[src/rtl/exu_mdu_sched.sv]
// rtl/exu_mdu_sched.sv - EX-stage issue scheduler steering results between ALU and shared MDU
//
// Purpose:
//   Accepts one op at a time from ID/EX. ALU ops and RISC-V divide corner cases
//   complete in one cycle. Every other M-extension op starts the iterative MDU,
//   steps it LAT times and captures md_result on the final step. The result is
//   held in ResultE until MEM takes it.
//
// Ports:
//   clk, rstn                 clock, asynchronous active-low reset
//   Dvalid / Eready           upstream handshake (accept = Dvalid & Eready)
//   op_is_md, md_op           M-extension select and funct3
//   SrcA, SrcB, alu_result    operands and combinational ALU result
//   flush                     kill in-flight or held op
//   md_start/md_step/md_abort MDU sequencing controls
//   md_result                 MDU result, valid on the final step cycle
//   Evalid / Mready           downstream handshake
//   ResultE                   registered EX result
//   perf_md_ops, perf_md_busy performance counters (only with EXU_MDU_PERF_EN)
//
// Optional feature macro: EXU_MDU_PERF_EN

module exu_mdu_sched #(
    parameter int DATA_WIDTH = 32,
    parameter int MUL_CYCLES = 4,
    parameter int DIV_CYCLES = 32,
    parameter int CNT_W      = 6
) (
    input  logic                  clk,
    input  logic                  rstn,
    input  logic                  Dvalid,
    output logic                  Eready,
    input  logic                  op_is_md,
    input  logic [2:0]            md_op,
    input  logic [DATA_WIDTH-1:0] SrcA,
    input  logic [DATA_WIDTH-1:0] SrcB,
    input  logic [DATA_WIDTH-1:0] alu_result,
    input  logic                  flush,
    output logic                  md_start,
    output logic                  md_step,
    output logic                  md_abort,
    input  logic [DATA_WIDTH-1:0] md_result,
    output logic                  Evalid,
    input  logic                  Mready,
`ifdef EXU_MDU_PERF_EN
    output logic [31:0]           perf_md_ops,
    output logic [31:0]           perf_md_busy,
`endif
    output logic [DATA_WIDTH-1:0] ResultE
);

    typedef enum logic [1:0] {
        S_IDLE = 2'd0,
        S_RUN  = 2'd1,
        S_HOLD = 2'd2
    } state_e;

    localparam logic [DATA_WIDTH-1:0] ALL_ONES = '1;
    localparam logic [DATA_WIDTH-1:0] INT_MIN  = {1'b1, {(DATA_WIDTH-1){1'b0}}};
    localparam logic [CNT_W-1:0]      MUL_LAST = CNT_W'(MUL_CYCLES - 1);
    localparam logic [CNT_W-1:0]      DIV_LAST = CNT_W'(DIV_CYCLES - 1);

    state_e                state_q, state_d;
    logic [CNT_W-1:0]      cnt_q, cnt_d;
    logic [DATA_WIDTH-1:0] result_q, result_d;

    logic                  b_zero, div_ovf, short_hit;
    logic [DATA_WIDTH-1:0] short_val;
    logic                  slot_open, accept, launch_md;

    // Divide corner cases resolved without the MDU. md_op[2]=divide class,
    // md_op[1]=remainder, md_op[0]=unsigned. Overflow only applies to signed ops.
    always_comb begin
        b_zero    = (SrcB == '0);
        div_ovf   = (SrcA == INT_MIN) && (SrcB == ALL_ONES);
        short_hit = md_op[2] && (b_zero || (!md_op[0] && div_ovf));
        if (b_zero) begin
            short_val = md_op[1] ? SrcA : ALL_ONES;
        end else begin
            short_val = md_op[1] ? '0 : INT_MIN;
        end
    end

    // slot_open ignores flush so md_abort can report a start that flush suppressed.
    assign slot_open = (state_q == S_IDLE) || ((state_q == S_HOLD) && Mready);
    assign Eready    = slot_open && !flush;
    assign accept    = Dvalid && Eready;
    assign launch_md = Dvalid && slot_open && op_is_md && !short_hit;

    assign md_start  = launch_md && !flush;
    assign md_step   = (state_q == S_RUN);
    assign md_abort  = flush && ((state_q == S_RUN) || launch_md);
    assign Evalid    = (state_q == S_HOLD);
    assign ResultE   = result_q;

    always_comb begin
        state_d  = state_q;
        cnt_d    = cnt_q;
        result_d = result_q;
        if (flush) begin
            state_d = S_IDLE;
        end else begin
            case (state_q)
                S_IDLE, S_HOLD: begin
                    if (accept) begin
                        if (!op_is_md) begin
                            result_d = alu_result;
                            state_d  = S_HOLD;
                        end else if (short_hit) begin
                            result_d = short_val;
                            state_d  = S_HOLD;
                        end else begin
                            cnt_d   = md_op[2] ? DIV_LAST : MUL_LAST;
                            state_d = S_RUN;
                        end
                    end else if (state_q == S_HOLD && Mready) begin
                        state_d = S_IDLE;
                    end
                end
                S_RUN: begin
                    if (cnt_q == '0) begin
                        result_d = md_result;
                        state_d  = S_HOLD;
                    end else begin
                        cnt_d = cnt_q - CNT_W'(1);
                    end
                end
                default: state_d = S_IDLE;
            endcase
        end
    end

    always_ff @(posedge clk or negedge rstn) begin
        if (!rstn) begin
            state_q  <= S_IDLE;
            cnt_q    <= '0;
            result_q <= '0;
        end else begin
            state_q  <= state_d;
            cnt_q    <= cnt_d;
            result_q <= result_d;
        end
    end

`ifdef EXU_MDU_PERF_EN
    logic [31:0] ops_q, busy_q;

    // A run completes only when its final step is not flushed; busy counts
    // every RUN cycle, including those of a run that is later aborted.
    always_ff @(posedge clk or negedge rstn) begin
        if (!rstn) begin
            ops_q  <= '0;
            busy_q <= '0;
        end else begin
            if (state_q == S_RUN && busy_q != '1) begin
                busy_q <= busy_q + 32'd1;
            end
            if (state_q == S_RUN && cnt_q == '0 && !flush && ops_q != '1) begin
                ops_q <= ops_q + 32'd1;
            end
        end
    end

    assign perf_md_ops  = ops_q;
    assign perf_md_busy = busy_q;
`endif

endmodule
[config.mk]
export PLATFORM = sky130hd
export DESIGN_NAME = exu_mdu_sched
export DESIGN_NICKNAME = d
export VERILOG_FILES = /design/src/rtl/exu_mdu_sched.sv
export SDC_FILE = /design/constraint.sdc
export NUM_CORES = 1
export LEC_CHECK = 0
export ABC_AREA = 1
export BUFFER_PORTS_ARGS = -buffer_cell sky130_fd_sc_hd__clkbuf_2
export CELL_PAD_IN_SITES_DETAIL_PLACEMENT = 1
export CELL_PAD_IN_SITES_GLOBAL_PLACEMENT = 2
export CORE_MARGIN = 2
export CORE_UTILIZATION = 21
export CTS_BUF_LIST = sky130_fd_sc_hd__clkbuf_16
export CTS_CLUSTER_DIAMETER = 50
export CTS_CLUSTER_SIZE = 20
export DETAILED_ROUTE_END_ITERATION = 16
export PLACE_DENSITY_LB_ADDON = 0.1
export SYNTH_ARGS = -nofsm -noshare
export SYNTH_HDL_FRONTEND = slang
export SYNTH_SLANG_ARGS = --single-unit
[constraint.sdc]
create_clock -name clk -period 1.65 [get_ports clk]
set_input_delay 0.2475 -clock clk [delete_from_list [all_inputs] [get_ports clk]]
set_output_delay 0.2475 -clock clk [all_outputs]
set_load 0.02 [all_outputs]
# Word-level counts from Yosys, hierarchy flattened
# Cells that the tools add are included.
dict set report totals {
  ramBits 0
  regBits 40
  rom_bits 0
  mem_count 0
  word_cells 63
  latchBits 0
}
dict set report classes {
  n_shift 0
  n_mul 0
  n_eq_ne 12
  n_bitwise 1
  n_mux 21
  div_mod_pow 0
  n_addsub 1
  reduce_logical 25
  magnitude_cmp 0
}
# operator count
set op_table {}
lappend op_table {{32-bit two-way mux} 7}
lappend op_table {{32-bit == test, second input constant} 2}
lappend op_table {{32-bit one-hot mux with 2 select lines} 1}
lappend op_table {{32-bit zero test} 1}
lappend op_table {{6-bit two-way mux} 4}
lappend op_table {{2-bit two-way mux} 6}
lappend op_table {{6-bit one-hot mux with 2 select lines} 1}
lappend op_table {{1-bit logical AND} 11}
lappend op_table {{2-bit != test, second input constant} 4}
lappend op_table {{6-bit zero test} 1}
lappend op_table {{6-bit AND reduction} 1}
lappend op_table {{6-bit by 1-bit subtractor with 6-bit output, second input constant} 1}
lappend op_table {{5-bit two-way mux} 1}
lappend op_table {{5-bit AND reduction} 1}
lappend op_table {{4-bit != test, second input constant} 1}
lappend op_table {{2-bit one-hot mux with 2 select lines} 1}
lappend op_table {{1-bit zero test} 3}
lappend op_table {{1-bit logical OR} 3}
lappend op_table {{3-bit by 2-bit != test with 1-bit output, second input constant} 1}
lappend op_table {{3-bit != test, second input constant} 1}
lappend op_table {{2-bit by 1-bit == test with 1-bit output, second input constant} 1}
lappend op_table {{2-bit == test, second input constant} 1}
lappend op_table {{2-bit zero test} 1}
lappend op_table {{2-bit by 1-bit != test with 1-bit output, second input constant} 1}
lappend op_table {{other kinds (4)} 4}

# Longest topological paths before layout
dict set report depth {
  word_depth 10
  ltp_mapped 14
  depth_no_buf 13
}

# Worst setup path after synthesis
# OpenSTA, ideal clock, no wires.
dict set report synth_path {
  path_kind {register -> output}
  startpoint {register state_q[0]}
  endpoint {output port md_abort}
  slack_ns -0.343
  required_ns 1.402
  path_buffers 2
  path_stages_with_launch 7
  arrival_time_ns 1.746
  path_cell_list {dfrtp_1 > inv_2 > nor2_2 > inv_2 > buf_2 > buf_6 > a21boi_0}
}
# element line_no
set synth_rtl {}
lappend synth_rtl {{start: declaration} 63} ;# state_e state_q, state_d;
lappend synth_rtl {{start signal: assignment} 139} ;# state_q <= state_d;
lappend synth_rtl {{2-bit by 1-bit == test with 1-bit output} n/a}
lappend synth_rtl {{named net md_step} 40} ;# output logic md_step,
lappend synth_rtl {{1-bit logical OR} 92} ;# assign md_abort = flush && ((state_q == S_RUN) || launch_md);
lappend synth_rtl {{1-bit logical AND} 92}
lappend synth_rtl {{end: declaration} 41} ;# output logic md_abort,
# The timed path passes the listed nets, and every way through them passes these cells.

# Worst setup path after layout
dict set report layout_path {
  startpoint {register state_q[1]}
  endpoint {output port md_abort}
}
dict set report layout_via {
  elab_chain_cells 8
}
# element line_no
set layout_rtl {}
lappend layout_rtl {{2-bit == test} 85} ;# assign slot_open = (state_q == S_IDLE) || ((state_q == S_HOLD) && Mready);
lappend layout_rtl {{1-bit logical AND} 85}
lappend layout_rtl {{1-bit logical OR} 85}
lappend layout_rtl {{1-bit logical AND (3 in series)} 88} ;# assign launch_md = Dvalid && slot_open && op_is_md && !short_hit;
lappend layout_rtl {{1-bit logical OR *} 92}
lappend layout_rtl {{1-bit logical AND *} 92}
# Mark *: on every way between the ends. The rest lies on a longest branch, timed or not.

==> impl_summary.md <==
Run status
The run finished, with violations left. The checks that failed: negative setup slack.

Worst setup path
In this run the critical register-to-register path is captured at ResultE[14]. The worst reg2reg path depth is 10. Data arrives at the worst endpoint at between 1000 and 1500 ps. For this run, the slowest stage of the critical path takes ~400 ps. The startpoint type of the worst setup path is a register. The type of the worst setup path is register to output port. The type of destination of the critical path is an output port. The setup check on the worst reg-to-reg path leaves a slack of -30 ps. Data on the critical path is required at its endpoint by around 1400 ps. The critical path goes through inv_2, o21ai_4, nor3_2, nand2_4, a21boi_2, clkbuf_8.

For this design, the slowest cell found on the critical path is sky130_fd_sc_hd__dfrtp_1. The startpoint identified for the worst register-to-register timing path is state_q[1]. In this run the worst path has a maximum fanout of 2.

Die
The top-level I/O count is 174. The floorplan die area is 16190 um2. The starting utilization of the core area is approximately a fifth. The height of the die is about 130 um. The horizontal extent of the die is 127.2 um.

In this run the core area contains 45 standard-cell rows. The core region is ~15000 um2.

Logic synthesis
The synthesized design contains 40 register bits. After technology mapping, the gate count stands at roughly 540. The mean cell area of the mapped netlist is just under 6 um2. The synthesized area is about 3200 um2.

The net count after synthesis is about 670. The proportion of synthesized chip area in sequential cells is between 30% and 40%. The number of warnings reported in the yosys synthesis log is 0.

The number of different library cells in the post-synthesis netlist is 25.

Power
Dividing total power by cell area gives a power density of between 700 and 800 nW/um2. The leakage power total is 2.832 nW. IR analysis of the VDD net gives a maximum drop of 0.4084 mV. The total design power is ~4.2 mW.

Routing
The count of routing violations after the opening detailed-route iteration is between 100 and 150. The total vias in the final route is around 4200. In the routed layout, each cell is associated on average with a via count of roughly 4.5. The total detailed-routing wirelength is 14.43 mm. The detailed-routing iteration count for the pre-antenna-repair pass is 4. The average wire per cell in the routed design is approximately 15 um. The count of unresolved DRC violations after routing is 0. The final antenna-violating net count is 0.

Layout
The share of post-route cells with drive strength above 1 is a little over two fifths. The number of fill cells in the layout is between 1500 and 2000. The number of antenna diodes in the final layout is 0. The final non-filler cell area is about 5300 um2. Relative to the synthesized area, the layout overhead comes to 65.91%. The post-layout net count is a little under 900.

Clock network
After clock tree synthesis, the clock-pin slew on the worst setup and hold paths is about 70 ps. Counting the buffers created by CTS gives 5. The tree built by TritonCTS fans out to 40 sinks. TritonCTS built the clock tree.

The CTS root buffer is sky130_fd_sc_hd__clkbuf_16. The longest clock path from root to sink contains 2 buffers. The CTS H-tree depth is 2. The clock reaches the later pin of the worst-skew pair after approximately 290 ps. The number of hold buffers added after cts is 0.

Timing
The smallest setup slack after layout is -45.15 ps. Adding up every negative setup slack in the final design gives -373.0 ps. The final hold violation count is 0.

In this run the tightest slew margin relative to its limit is between 60% and 70%. The transition time at the pin with the least slew margin is ~550 ps. The final max-slew violation count came to 0. The clock tree skew after final layout is 5.939 ps. Setup violations remaining at the end of the flow were counted as 21. The achievable clock frequency is ~600 MHz. Counting I/O delays and the setup requirement, the final critical path takes approximately 1700 ps. Setup repair after global routing could not meet its margin everywhere. The final critical-path share of the clock period is 102.7%.

GRT
The via count of the first global-routing pass came to ~4300. The routing usage on met3 is 3.518%. The number of antenna violations at the first check in global routing was 0.

The wire length of the first global-routing pass is about 22 mm. For this run, global-route usage on met1 was measured as about 22%. The busiest layer in global routing is met2.

The largest net degree at the start of global routing is 41. The combined global-route utilization of all metal layers is between 15 and 20%. The met2 layer usage reported by global route is 28.94%. The total global routing overflow is 0.

Placement
The number of port buffers is around 170. The placed instances occupy a cell area of roughly 4600 um2. Detailed placement finished with a half-perimeter wire length of 10.90 mm. The congestion estimate from routability-driven global placement came to between 0.8 and 0.9.

Worst hold path
The kind of path behind the tightest hold check is input pin to async pin.

Job
Max-cap violations in this run came to 0.
## cells in the final DEF, fill, tap and decap left out, drive strengths merged
| master | synthesis | layout |
|---|---|---|
| o21ai | 6 | 6 |
| nor3 | 2 | 2 |
| ha | 2 | 2 |
| buf | 16 | 58 |
| clkbuf | 14 | 180 |
| a21boi | 1 | 1 |
| or2 | 1 | 1 |
| and3 | 1 | 1 |
| nand2 | 198 | 202 |
| dfrtp | 40 | 40 |
| a21oi | 36 | 36 |
| nor2 | 84 | 84 |
| bufinv | 0 | 1 |
| inv | 55 | 56 |
| clkinvlp | 0 | 1 |
| nand3 | 42 | 42 |
| a31oi | 31 | 31 |
| nand4 | 6 | 6 |
## state kept, by name, summed over array words and instances, names as in the netlist
name and cells:
cnt_q 6, state_q 2, ResultE 32
## critical path: cells and delay by family (launching register included)
family | cells | cell delay [ps]
compound gates | 2 | 230
buf+inv | 2 | 250
flops | 1 | 410
simple gates | 2 | 270
## how the worst max path moves through the flow
stage / start / end / slack, ps / cells after the start
after floorplan: state_q[0] / ResultE[0] / 30 / 11
after global placement: SrcB[16] / ResultE[11] / -160 / 11
after detailed placement: SrcB[14] / ResultE[14] / -190 / 13
after CTS: state_q[1] / md_abort / -30 / 6
after global routing: state_q[1] / ResultE[14] / -120 / 10
final: state_q[1] / md_abort / -50 / 6
## routing by layer
layer,part of all wire [%],vias to the layer above
li1,-,2134
met1,45,1957
met2,48,112
met3,4.8,17
met4,1.8,0
met5,0,-
## cells in the mapped netlist
| library cell | count | share of area (%) |
|---|---|---|
| sky130_fd_sc_hd__nand2_1 | 195 | 23 |
| sky130_fd_sc_hd__nor2_1 | 81 | 9.5 |
| sky130_fd_sc_hd__inv_1 | 52 | 6.1 |
| sky130_fd_sc_hd__nand3_1 | 42 | 6.6 |
| sky130_fd_sc_hd__dfrtp_1 | 40 | 31 |
| sky130_fd_sc_hd__a21oi_1 | 35 | 5.5 |
| sky130_fd_sc_hd__a31oi_1 | 31 | 6.1 |
| sky130_fd_sc_hd__clkbuf_1 | 14 | 1.6 |
| sky130_fd_sc_hd__buf_2 | 8 | 1.3 |
| sky130_fd_sc_hd__buf_6 | 7 | 2.5 |
| sky130_fd_sc_hd__nand4_1 | 6 | 1.2 |
| sky130_fd_sc_hd__o21ai_0 | 5 | 0.78 |
| sky130_fd_sc_hd__inv_2 | 3 | 0.35 |
| sky130_fd_sc_hd__nor2_2 | 3 | 0.59 |
| sky130_fd_sc_hd__ha_1 | 2 | 0.78 |
| sky130_fd_sc_hd__nor3_1 | 2 | 0.31 |
| sky130_fd_sc_hd__a21boi_0 | 1 | 0.24 |
| sky130_fd_sc_hd__a21oi_2 | 1 | 0.27 |
| sky130_fd_sc_hd__and3_1 | 1 | 0.20 |
| sky130_fd_sc_hd__buf_1 | 1 | 0.12 |
| sky130_fd_sc_hd__nand2_2 | 1 | 0.20 |
| sky130_fd_sc_hd__nand2_4 | 1 | 0.35 |
| sky130_fd_sc_hd__nand2_8 | 1 | 0.63 |
| sky130_fd_sc_hd__o21ai_2 | 1 | 0.27 |
| sky130_fd_sc_hd__or2_2 | 1 | 0.20 |
## timing repair
item,CTS,global route
buffers inserted,2,3
endpoints found under the setup margin,35,41
pin swaps,13,24
gates cloned,1,7
hold endpoints to repair,0,0
resized for setup,20,64
## power breakdown
group          switching, mW  internal [mW]
combinational          0.959          0.670
sequential             0.159           1.21
clock                  0.445          0.720
## kinds of logic after synthesis
kind of cell,after synthesis,synth area share [%]
AOI/OAI and AO/OA,74,13.14
DFF,40,31.38
adders and majority gates,2,0.7845
and+or+nand+nor,334,42.72
buffers and inverters,85,11.97
## per-stage QoR
| stage | util (%) | hold slack, ps | cells | setup WS, ps |
|---|---|---|---|---|
| after floorplan | - | -48.09 | 535 | 33.39 |
| after global placement | 30.68 | 364.6 | 917 | -160.1 |
| after detailed placement | 30.68 | 368.8 | 917 | -190.8 |
| after CTS | 32.52 | 56.97 | 928 | -28.16 |
| after global routing | 35.20 | 64.29 | 938 | -116.1 |
| final | 35.20 | 21.14 | 938 | -45.15 |
## layout make-up
class	count	area (um2)	share of cell area, %
inverters	55	209.0	3.949
repair buffers	233	1513	28.59
flip-flops and latches	40	1001	18.92
well taps	188	235.2	4.446
multi-input cells	414	2162	40.86
clock inverters	3	46.29	0.8749
clock buffers	5	125.1	2.365
Power figures use the tool's default switching activity.
